==> src/rtl/fast_down_counter.sv <==
// fast_down_counter
//   Saturating down-counter with a programmable step. The low STEPW bits are
//   subtracted directly while the upper part is pre-decremented in parallel;
//   the low-half borrow selects between the original and the decremented
//   upper half.
//
// Ports
//   s_clk_i       clock, rising edge
//   s_resetn_i    asynchronous active-low reset
//   s_load_i      load request (highest priority)
//   s_load_val_i  value for the counter and the reload register
//   s_stop_i      halt counting (RUN -> IDLE, count held)
//   s_en_i        decrement enable for this cycle
//   s_step_i      amount subtracted per enabled cycle
//   s_count_o     current count (registered)
//   s_running_o   high while in RUN (registered)
//   s_expired_o   one-cycle pulse after the count reaches zero (registered)
module fast_down_counter #(
  parameter int WIDTH      = 32,
  parameter int STEPW      = 16,
  parameter int AUTORELOAD = 0
) (
  input  logic             s_clk_i,
  input  logic             s_resetn_i,
  input  logic             s_load_i,
  input  logic [WIDTH-1:0] s_load_val_i,
  input  logic             s_stop_i,
  input  logic             s_en_i,
  input  logic [STEPW-1:0] s_step_i,
  output logic [WIDTH-1:0] s_count_o,
  output logic             s_running_o,
  output logic             s_expired_o
);

  localparam int HW = WIDTH - STEPW;

  localparam logic [0:0] ST_IDLE = 1'b0;
  localparam logic [0:0] ST_RUN  = 1'b1;

  logic [0:0]       state_q, state_d;
  logic [WIDTH-1:0] count_q, count_d;
  logic [WIDTH-1:0] reload_q, reload_d;
  logic             expired_q, expired_d;

  // Split-borrow subtract: both upper-half candidates exist before the
  // low-half borrow resolves, so the borrow only drives a mux.
  logic [STEPW:0]   lo_diff;
  logic [HW-1:0]    hi_dec;
  logic             lo_borrow;
  logic [WIDTH-1:0] dec_val;
  logic [WIDTH-1:0] step_ext;
  logic             saturate;

  always_comb begin
    lo_diff   = {1'b0, count_q[STEPW-1:0]} - {1'b0, s_step_i};
    lo_borrow = lo_diff[STEPW];
    hi_dec    = count_q[WIDTH-1:STEPW] - HW'(1);
    dec_val   = {(lo_borrow ? hi_dec : count_q[WIDTH-1:STEPW]),
                 lo_diff[STEPW-1:0]};
    step_ext  = {{HW{1'b0}}, s_step_i};
    // Reaching or passing zero: never let the subtract wrap.
    saturate  = (step_ext >= count_q);
  end

  always_comb begin
    state_d   = state_q;
    count_d   = count_q;
    reload_d  = reload_q;
    expired_d = 1'b0;
    if (s_load_i) begin
      count_d  = s_load_val_i;
      reload_d = s_load_val_i;
      if (s_load_val_i == '0) begin
        state_d   = ST_IDLE;
        expired_d = 1'b1;
      end else begin
        state_d = ST_RUN;
      end
    end else if (state_q == ST_RUN) begin
      if (s_stop_i) begin
        state_d = ST_IDLE;
      end else if (s_en_i) begin
        if (saturate) begin
          expired_d = 1'b1;
          if ((AUTORELOAD != 0) && (reload_q != '0)) begin
            count_d = reload_q;
          end else begin
            count_d = '0;
            state_d = ST_IDLE;
          end
        end else begin
          count_d = dec_val;
        end
      end
    end
  end

  always_ff @(posedge s_clk_i or negedge s_resetn_i) begin
    if (!s_resetn_i) begin
      state_q   <= ST_IDLE;
      count_q   <= '0;
      reload_q  <= '0;
      expired_q <= 1'b0;
    end else begin
      state_q   <= state_d;
      count_q   <= count_d;
      reload_q  <= reload_d;
      expired_q <= expired_d;
    end
  end

  assign s_count_o   = count_q;
  assign s_running_o = (state_q == ST_RUN);
  assign s_expired_o = expired_q;

endmodule

==> config.mk <==
export PLATFORM = sky130hd
export DESIGN_NAME = fast_down_counter
export DESIGN_NICKNAME = d
export VERILOG_FILES = /design/src/rtl/fast_down_counter.sv
export SDC_FILE = /design/constraint.sdc
export NUM_CORES = 1
export LEC_CHECK = 0
export CAP_MARGIN = 5
export CORE_MARGIN = 1.5
export CORE_UTILIZATION = 45
export DETAILED_ROUTE_END_ITERATION = 7
export PLACE_DENSITY = 0.79
export RECOVER_POWER = 25
export SYNTH_ARGS = -nofsm -noshare
export SYNTH_HDL_FRONTEND = slang
export SYNTH_SLANG_ARGS = --single-unit
==> constraint.sdc <==
create_clock -name s_clk_i -period 3.25 [get_ports s_clk_i]
set_input_delay 0.65 -clock s_clk_i [delete_from_list [all_inputs] [get_ports s_clk_i]]
set_output_delay 0.65 -clock s_clk_i [all_outputs]
set_load 0.01 [all_outputs]
# Word-level counts from Yosys, hierarchy flattened
# Index checks and enable logic that the tools add are counted.
# W data, S select, Z words.
[word_totals]
input_bits = 53
word_cells = 32
reg_bits = 34
[op_classes]
n_mux = 18
n_eq_ne = 1
n_reduce_logical = 6
add_sub_neg = 2
n_lt_le_gt_ge = 1
[ops]
columns = ["cell", "n"]
rows = [
  ["$mux W32", 5],
  ["$ge A16 B32 Y1", 1],
  ["$logic_not A32 Y1", 1],
  ["$sub A16 B16 Y17", 1],
  ["$mux W16", 1],
  ["$sub A16 B1 Y16 const B", 1],
  ["$mux W1", 12],
  ["$reduce_and A4 Y1", 1],
  ["$reduce_bool A2 Y1", 2],
  ["$reduce_and A3 Y1", 1],
  ["$reduce_bool A3 Y1", 1],
  ["$ne A2 B2 Y1 const B", 1],
]

# Depth between registers and ports, before layout
# Gate-level depths: netlist of run 1.
[depth]
word_depth = 7
depth_mapped = 12
depth_no_buf = 11

# Worst setup path before layout of run 1
# No wires, ideal clock.
[synth_path]
kind = "input -> register"
start = "input port s_step_i[0]"
end = "register count_q[26] (netlist: s_count_o[26])"
t_required_ns = 3.113
setup_slack_ns = 0.310
cell_stages = 11
arrival_time_ns = 2.803
path_cell_list = "ha_1 > inv_1 > fa_1 > a21o_1 > a21oi_1 > o21ai_1 > a31oi_2 > o21ai_1 > clkbuf_1 > o311ai_0 > nand3_1"
[synth_via]
elab_chain_len = 6
word_cells_on_any_way = 9
[synth_rtl]
columns = ["item", "line", "text"]
rows = [
  ["start: declaration", "29", "input logic [STEPW-1:0] s_step_i,"],
  ["$ge A16 B32 Y1", "62", "saturate = (step_ext >= count_q);"],
  ["$mux W32", "83", "if (saturate) begin"],
  ["$mux W32", "82", "end else if (s_en_i) begin"],
  ["$mux W32", "80", "if (s_stop_i) begin"],
  ["$mux W32", "79", "end else if (state_q == ST_RUN) begin"],
  ["$mux W32", "70", "if (s_load_i) begin"],
  ["end signal: assignment", "106", "count_q <= count_d;"],
  ["end: declaration", "41", "logic [WIDTH-1:0] count_q, count_d;"],
]
# Several ways; a longest one is shown, not always the timed one. The select of a mux whose other input is x is not followed.
# A chain may end at the register's enable or synchronous reset.

# Final worst setup path of run 1
[layout_path]
start = "input port s_step_i[0]"
end = "register count_q[30] (netlist: s_count_o[30])"
# Same word-level chain as after synthesis.

==> results.json, run 1 <==
{
  "start_kind": "primary input",
  "max-slew-margin-rel_pct": -28.92,
  "setup_viol": 0,
  "fillers": 596,
  "synth-simple-area-share_pct": 20.05,
  "finalCritPeriodShare_pct": 95.85,
  "hp-start": "s_count_o[14]",
  "clkTransAtPathRegs_ns": 0.07,
  "antenna_found_initial": 0,
  "p_sw_share_pct": 37.44,
  "min_to": "s_count_o[14]",
  "die_w_um": 86.02,
  "synth_compound_area_share_pct": 26.34,
  "r2r-end": "s_count_o[30]",
  "drive_above_1_share_pct": 10.37,
  "synth_area_leaders": "dfrtp_1, ha_1, inv_1",
  "core_area_mm2": 0.006719,
  "clk_latency_ns": 0.31,
  "internal_power_uw": 1060,
  "critPathMaxStageDelay_ns": 0.48,
  "overflow": 0,
  "slew_violations": 35,
  "ys_ff_latch": 34,
  "fin_worst_skew_ns": 0.01453,
  "num_antenna_cells": 0,
  "violations": "capacitance limit, slew limit",
  "dieArea_mm2": 0.007399,
  "critPathArrivalTime_ns": 3.30,
  "combPwrFrac_pct": 46.8,
  "seqCellArea_um2": 850.8,
  "worstPathCellList": "clkdlybuf4s50_1, ha_1, inv_1, fa_1, a21o_1, a21oi_1, o21ai_1, a31oi_2, buf_4, o21ai_2, and2_1, a211o_1",
  "cts_max_level": 2,
  "min_path_cells": 2,
  "synthArstFlopShare_pct": 100.0,
  "drtIter0Drc": 174,
  "regToRegSetupSlack_ns": 0.36,
  "wire_per_inst_um": 16.52,
  "yosys.area.top_type": "dfrtp_1",
  "grt_pass1_wl_mm": 15.14,
  "dpl.hpwl_mm": 7.100,
  "fin_crit_ns": 3.115,
  "synth_top_family_by_area": "compound AO/OA/AOI/OAI gates",
  "synthMuxAreaShare_pct": 1.089,
  "power.share.clock_pct": 20.5,
  "grt_usage_pct": 25.68,
  "drt-total-wl_mm": 9.284,
  "layout_commonest_cell": "clkdlybuf4s50_1",
  "hold_path_class": "reg2reg",
  "p_seq_share_pct": 32.7,
  "yosys_warnings": 0,
  "rr_worst_depth": 10,
  "cts_tree": "done",
  "final_cell_mix": "clkdlybuf4s50_1, inv_1, nand2_1",
  "status": "finished with violations",
  "yosysUniqueCellTypes": 65,
  "critPathRequiredTime_ns": 3.44,
  "io_pins": 87,
  "drt_first_pass_iters": 5,
  "pwr_density_cell_mw_per_mm2": 392.8,
  "critPathKind": "in2reg",
  "clk_path_buf_depth": 2,
  "cp_max_fo": 10,
  "ys_seq_area_share_pct": 27.43,
  "ant_nets": 0,
  "synth_top_area_share_pct": 27.43,
  "worstReg2RegStart": "s_count_o[16]",
  "syn_area_per_cell_um2": 8.338,
  "area_growth_pct": 39.01,
  "leakage_uw": 0.001964,
  "hold_violations": 0,
  "nets": 568,
  "drc": 0,
  "fp-row-count": 30,
  "grt_pass1_vias": 3158,
  "vias": 3255,
  "synth_nets": 459,
  "synth_cells": 372,
  "cp_slowest_cell": "clkdlybuf4s50_1",
  "dp_cells": 553,
  "cp-end-kind": "flop",
  "clock.fmax_mhz": 321.0,
  "numCtsBuffers": 5,
  "numPortBuffers": 86,
  "max-cap-violations": 1,
  "power_switching_uw": 634.1,
  "whs_ns": 0.5955,
  "rsz0062_at_grt": "no",
  "yosys_most_used_dff": "dfrtp_1",
  "synth_xor_xnor_area_share_pct": 4.236,
  "grt_start_max_net_pins": 42,
  "fin_cells": 562,
  "clock-root-buffer": "clkbuf_8",
  "start_util_pct": 46.16,
  "multiInputGateArea_mm2": 0.002041,
  "synth_area_mm2": 0.003102,
  "via_per_inst": 5.792,
  "synthAdderAreaFrac_pct": 13.96,
  "synth-edff-count": 0,
  "worst_pin_slew_ns": 1.934,
  "clock_sinks": 34,
  "ir_drop_uv": 213.9,
  "gp_congestion": 0.9225,
  "die_h_um": 86.02
}
[layer usage]
metal / GRT usage, % / routed length, um / share of wire [%]
met1: 34.51 / 4039 / 44
met2: 44.24 / 4566 / 49
met3: 4.042 / 602 / 6.5
met4: 4.399 / 75 / 0.81
met5: 0 / 0 / 0
[worst max path at each step]
stage	start	to	cells after the start
finish	s_step_i[0]	s_count_o[30]	12
global route	s_step_i[0]	s_count_o[30]	12
CTS	s_step_i[0]	s_count_o[30]	11
detailed placement	s_step_i[0]	s_count_o[30]	11
global placement	s_step_i[0]	s_count_o[30]	11
floorplan	s_step_i[0]	s_count_o[26]	11
[synthesized netlist by cell type, types with 2 or more instances]
| cell | count |
|---|---|
| or3_1 | 5 |
| a22oi_1 | 4 |
| a31oi_1 | 7 |
| a221oi_1 | 2 |
| o311ai_0 | 3 |
| mux2_2 | 3 |
| dfrtp_1 | 34 |
| or2_2 | 2 |
| a2bb2oi_1 | 2 |
| nand3_1 | 14 |
| a22o_1 | 3 |
| o2111ai_1 | 3 |
| and3_1 | 3 |
| a211o_1 | 2 |
| clkbuf_1 | 9 |
| nand2_1 | 44 |
| nor3_1 | 4 |
| a32oi_1 | 2 |
| o211ai_1 | 12 |
| nor4_1 | 9 |
| xor2_1 | 5 |
| a21o_1 | 13 |
| and2_1 | 4 |
| o221ai_1 | 4 |
| o21ai_1 | 3 |
| o31ai_1 | 3 |
| inv_1 | 44 |
| o21ai_0 | 9 |
| nand4_1 | 8 |
| o21a_1 | 4 |
| nor2b_1 | 2 |
| o21bai_1 | 2 |
| ha_1 | 33 |
| xnor2_1 | 10 |
| a21oi_1 | 15 |
| o31a_1 | 2 |
| a311oi_1 | 2 |
| nor2_1 | 15 |
[cell families (layout without fill, tap and decap cells)]
logic type | Yosys count | count (layout)
buffers and inverters | 56 | 166
multiplexers | 3 | 3
XOR/XNOR | 15 | 15
AND/OR/NAND/NOR | 121 | 121
flip-flops | 34 | 34
adder cells (fa/ha/maj) | 34 | 34
AO/OA/AOI/OAI | 109 | 109
[critical path, delay by kind of cell]
family / cells / cell delay [ns]
AND/OR/NAND/NOR: 1 / 0.23
adder cells (fa/ha/maj): 2 / 0.55
AO/OA/AOI/OAI: 6 / 1.16
buffers and inverters: 3 / 0.68
[layout make-up]
cell class | instances | area share [%]
Clock buffer | 7 | 2.002
Clock inverter | 1 | 0.1161
Inverter | 45 | 3.918
Multi-Input combinational cell | 282 | 47.33
Sequential cell | 34 | 19.73
Tap cell | 80 | 2.322
Timing Repair Buffer | 113 | 24.58
[flip-flops by register name (all words and copies together), names as in the netlist]
signal and flops:
s_expired_o 1, s_running_o 1, s_count_o 32
[power groups by stage]
stage          clock network, uW  registers (uW)  logic, uW
6_report                     348             554        792
5_1_grt                      368             563        862
4_1_cts                      347             553        785
2_1_floorplan                  0             570        407
3_5_place_dp                   0             560        779
3_3_place_gp                   0             559        766
[repair_timing]
item	CTS	global route
hold buffers	0	0
endpoints found under the setup margin	0	5
setup buffers	0	1
resized for setup	0	1
endpoints found under the hold margin	0	0
[through the flow]
| step | worst slack, ns | TNS (ns) | total power [uW] | util, % | instance area [um2] |
|---|---|---|---|---|---|
| after floorplan | 0.3097 | 0 | 976.6 | - | 3102 |
| after global placement | -0.1523 | -0.4962 | 1324 | 62.70 | 4213 |
| after detailed placement | -0.2053 | -1.271 | 1339 | 62.70 | 4213 |
| after CTS | 0.09779 | 0 | 1685 | 64.06 | 4304 |
| after global routing | 0.01617 | 0 | 1793 | 64.17 | 4312 |
| final | 0.1349 | 0 | 1694 | 64.17 | 4312 |
Note: power is estimated with default switching activity, not from simulation.
==> run 2, diff against run 1 <==
CORE_UTILIZATION = 37   (was 45)
PLACE_DENSITY = 0.67   (was 0.79)
==> run 2 against run 1 <==
Against the previous run: the run still ends with capacitance limit, slew limit left; final cell count increased by 4.8%; worst setup slack improved by 0.023 ns; clock skew decreased by 0.0055 ns; maximum frequency increased by 0.74%; register-to-register slack improved by 0.04 ns.
==> results.json, run 2 (same netlist as run 1, synthesis figures left out) <==
{
  "numCtsBuffers": 5,
  "overflow": 0,
  "power_switching_uw": 630.4,
  "clock_sinks": 34,
  "clkTransAtPathRegs_ns": 0.08,
  "fp-row-count": 33,
  "fin_worst_skew_ns": 0.008983,
  "drtIter0Drc": 183,
  "cp-end-kind": "flop",
  "hold_violations": 0,
  "drt-total-wl_mm": 9.522,
  "cts_tree": "done",
  "min_path_cells": 2,
  "area_growth_pct": 40.86,
  "power.share.clock_pct": 20.0,
  "worstPathCellList": "clkdlybuf4s50_1, inv_1, ha_1, a21o_1, a221oi_1, o221a_2, o211ai_2, and2_1, o41ai_1, mux2_2",
  "drive_above_1_share_pct": 10.95,
  "rr_worst_depth": 10,
  "cp_slowest_cell": "clkdlybuf4s50_1",
  "regToRegSetupSlack_ns": 0.40,
  "clock-root-buffer": "clkbuf_8",
  "drt_first_pass_iters": 5,
  "grt_pass1_vias": 3191,
  "io_pins": 87,
  "clock.fmax_mhz": 323.4,
  "antenna_found_initial": 0,
  "finalCritPeriodShare_pct": 95.14,
  "critPathArrivalTime_ns": 3.32,
  "cp_max_fo": 5,
  "p_seq_share_pct": 32.8,
  "nets": 570,
  "grt_usage_pct": 22.10,
  "critPathMaxStageDelay_ns": 0.48,
  "ant_nets": 0,
  "combPwrFrac_pct": 47.2,
  "critPathKind": "in2reg",
  "worstReg2RegStart": "s_count_o[16]",
  "crit_buf_inv": 2,
  "start_kind": "primary input",
  "num_antenna_cells": 0,
  "start_util_pct": 37.94,
  "layout_commonest_cell": "clkdlybuf4s50_1",
  "p_sw_share_pct": 37.22,
  "placed_area_mm2": 0.004267,
  "final_cell_mix": "clkdlybuf4s50_1, inv_1, nand2_1",
  "wire_per_inst_um": 16.17,
  "worst_pin_slew_ns": 2.064,
  "vias": 3259,
  "status": "finished with violations",
  "pwr_density_cell_mw_per_mm2": 387.6,
  "timing.setup.tns_ns": 0,
  "startpoint": "s_step_i[2]",
  "ir_drop_uv": 188.7,
  "dieArea_mm2": 0.008942,
  "clk_path_buf_depth": 2,
  "via_per_inst": 5.533,
  "largest_register_ffs": 32,
  "slew_violations": 35,
  "clk_latency_ns": 0.29,
  "whs_ns": 0.5892,
  "postCtsSetupRepairBufs": 0,
  "rsz0062_at_grt": "yes",
  "hold_path_class": "reg2reg",
  "grt_pass1_wl_mm": 15.49,
  "core_area_mm2": 0.008175,
  "drc": 0,
  "numPortBuffers": 86,
  "dpl.hpwl_mm": 7.299,
  "gp_congestion": 0.9262,
  "crit_family": "compound AO/OA/AOI/OAI gates",
  "internal_power_uw": 1063,
  "critPathRequiredTime_ns": 3.48,
  "crit_end": "s_count_o[5]",
  "fin_area_mm2": 0.004369,
  "r2r-end": "s_count_o[30]",
  "setup_viol": 0,
  "max-cap-violations": 1,
  "cts_max_level": 2,
  "fin_crit_ns": 3.092,
  "violations": "capacitance limit, slew limit",
  "die_h_um": 94.56,
  "cp.depth": 10,
  "grt_start_max_net_pins": 42,
  "max-slew-margin-rel_pct": -37.57,
  "leakage_uw": 0.001974,
  "die_w_um": 94.56
}
==> run 2: changes by cell type in the layout (fill, tap and decap cells not counted), sizes merged <==
| cell | delta |
|---|---|
| buf | +2 |
| clkbuf | -1 |
| clkinvlp | +1 |
==> run 2: worst min path at each step <==
| stage | start | to | slack, ns |
|---|---|---|---|
| 6_report | s_count_o[14] | s_count_o[14] | 0.59 |
| 5_1_grt | s_count_o[16] | s_count_o[16] | 0.63 |
| 4_1_cts | s_count_o[16] | s_count_o[16] | 0.60 |
| 3_5_place_dp | s_count_o[29] | s_count_o[29] | 0.58 |
| 3_3_place_gp | s_count_o[14] | s_count_o[14] | 0.57 |
| 2_1_floorplan | s_resetn_i | s_count_o[0] | 0.35 |
==> run 2: timing repair <==
item / 4_1_cts / 5_1_grt
resized for setup: 0 / 3
setup endpoints to repair: 0 / 6
hold buffers: 0 / 0
==> run 2: routing by layer <==
layer / GRT usage [%] / up-vias / share of wire [%]
met3: 4.348 / 10 / 6.5
met2: 37.35 / 140 / 48
met4: 3.980 / 0 / 0.77
li1: - / 1580 / -
met1: 29.48 / 1529 / 45
met5: 0 / - / 0
==> run 2: final cells by class <==
cell class	count	area, um2
multi-input combinational	282	2048
fill	767	3806
clock inverter	2	12.51
sequential	34	850.8
inverter	45	168.9
clock buffer	6	82.58
tap	105	131.4
timing repair buffer	115	1075
==> run 2: stage by stage <==
step	setup WS [ns]	std cells	power (uW)	util (%)
CTS	0.1334	589	1698	53.35
global route	-0.008069	589	1809	53.44
floorplan	0.3097	372	976.6	-
finish	0.1579	589	1694	53.44
detailed placement	-0.1573	581	1348	52.19
global placement	-0.08015	581	1339	52.19
==> run 2: power by group through the flow <==
stage | clock network, uW | registers, uW | logic, uW
after CTS | 350 | 553 | 794
after floorplan | 0 | 570 | 407
after detailed placement | 0 | 561 | 787
final | 340 | 555 | 799
after global routing | 367 | 565 | 877
after global placement | 0 | 559 | 780
==> run 2: worst register-to-register path: cells and delay by family (launching register included) <==
family,cells,cell delay (ns)
AND/OR/NAND/NOR,4,1.30
buffers and inverters,2,0.27
flip-flops,1,0.44
AO/OA/AOI/OAI,3,0.58
adder cells (fa/ha/maj),1,0.17
==> run 3, diff against run 2 <==
SKIP_CTS_REPAIR_TIMING = 1   (was not set)
==> results of run 3 <==
Final layout, timing and power as in run 2 (identical DEF).
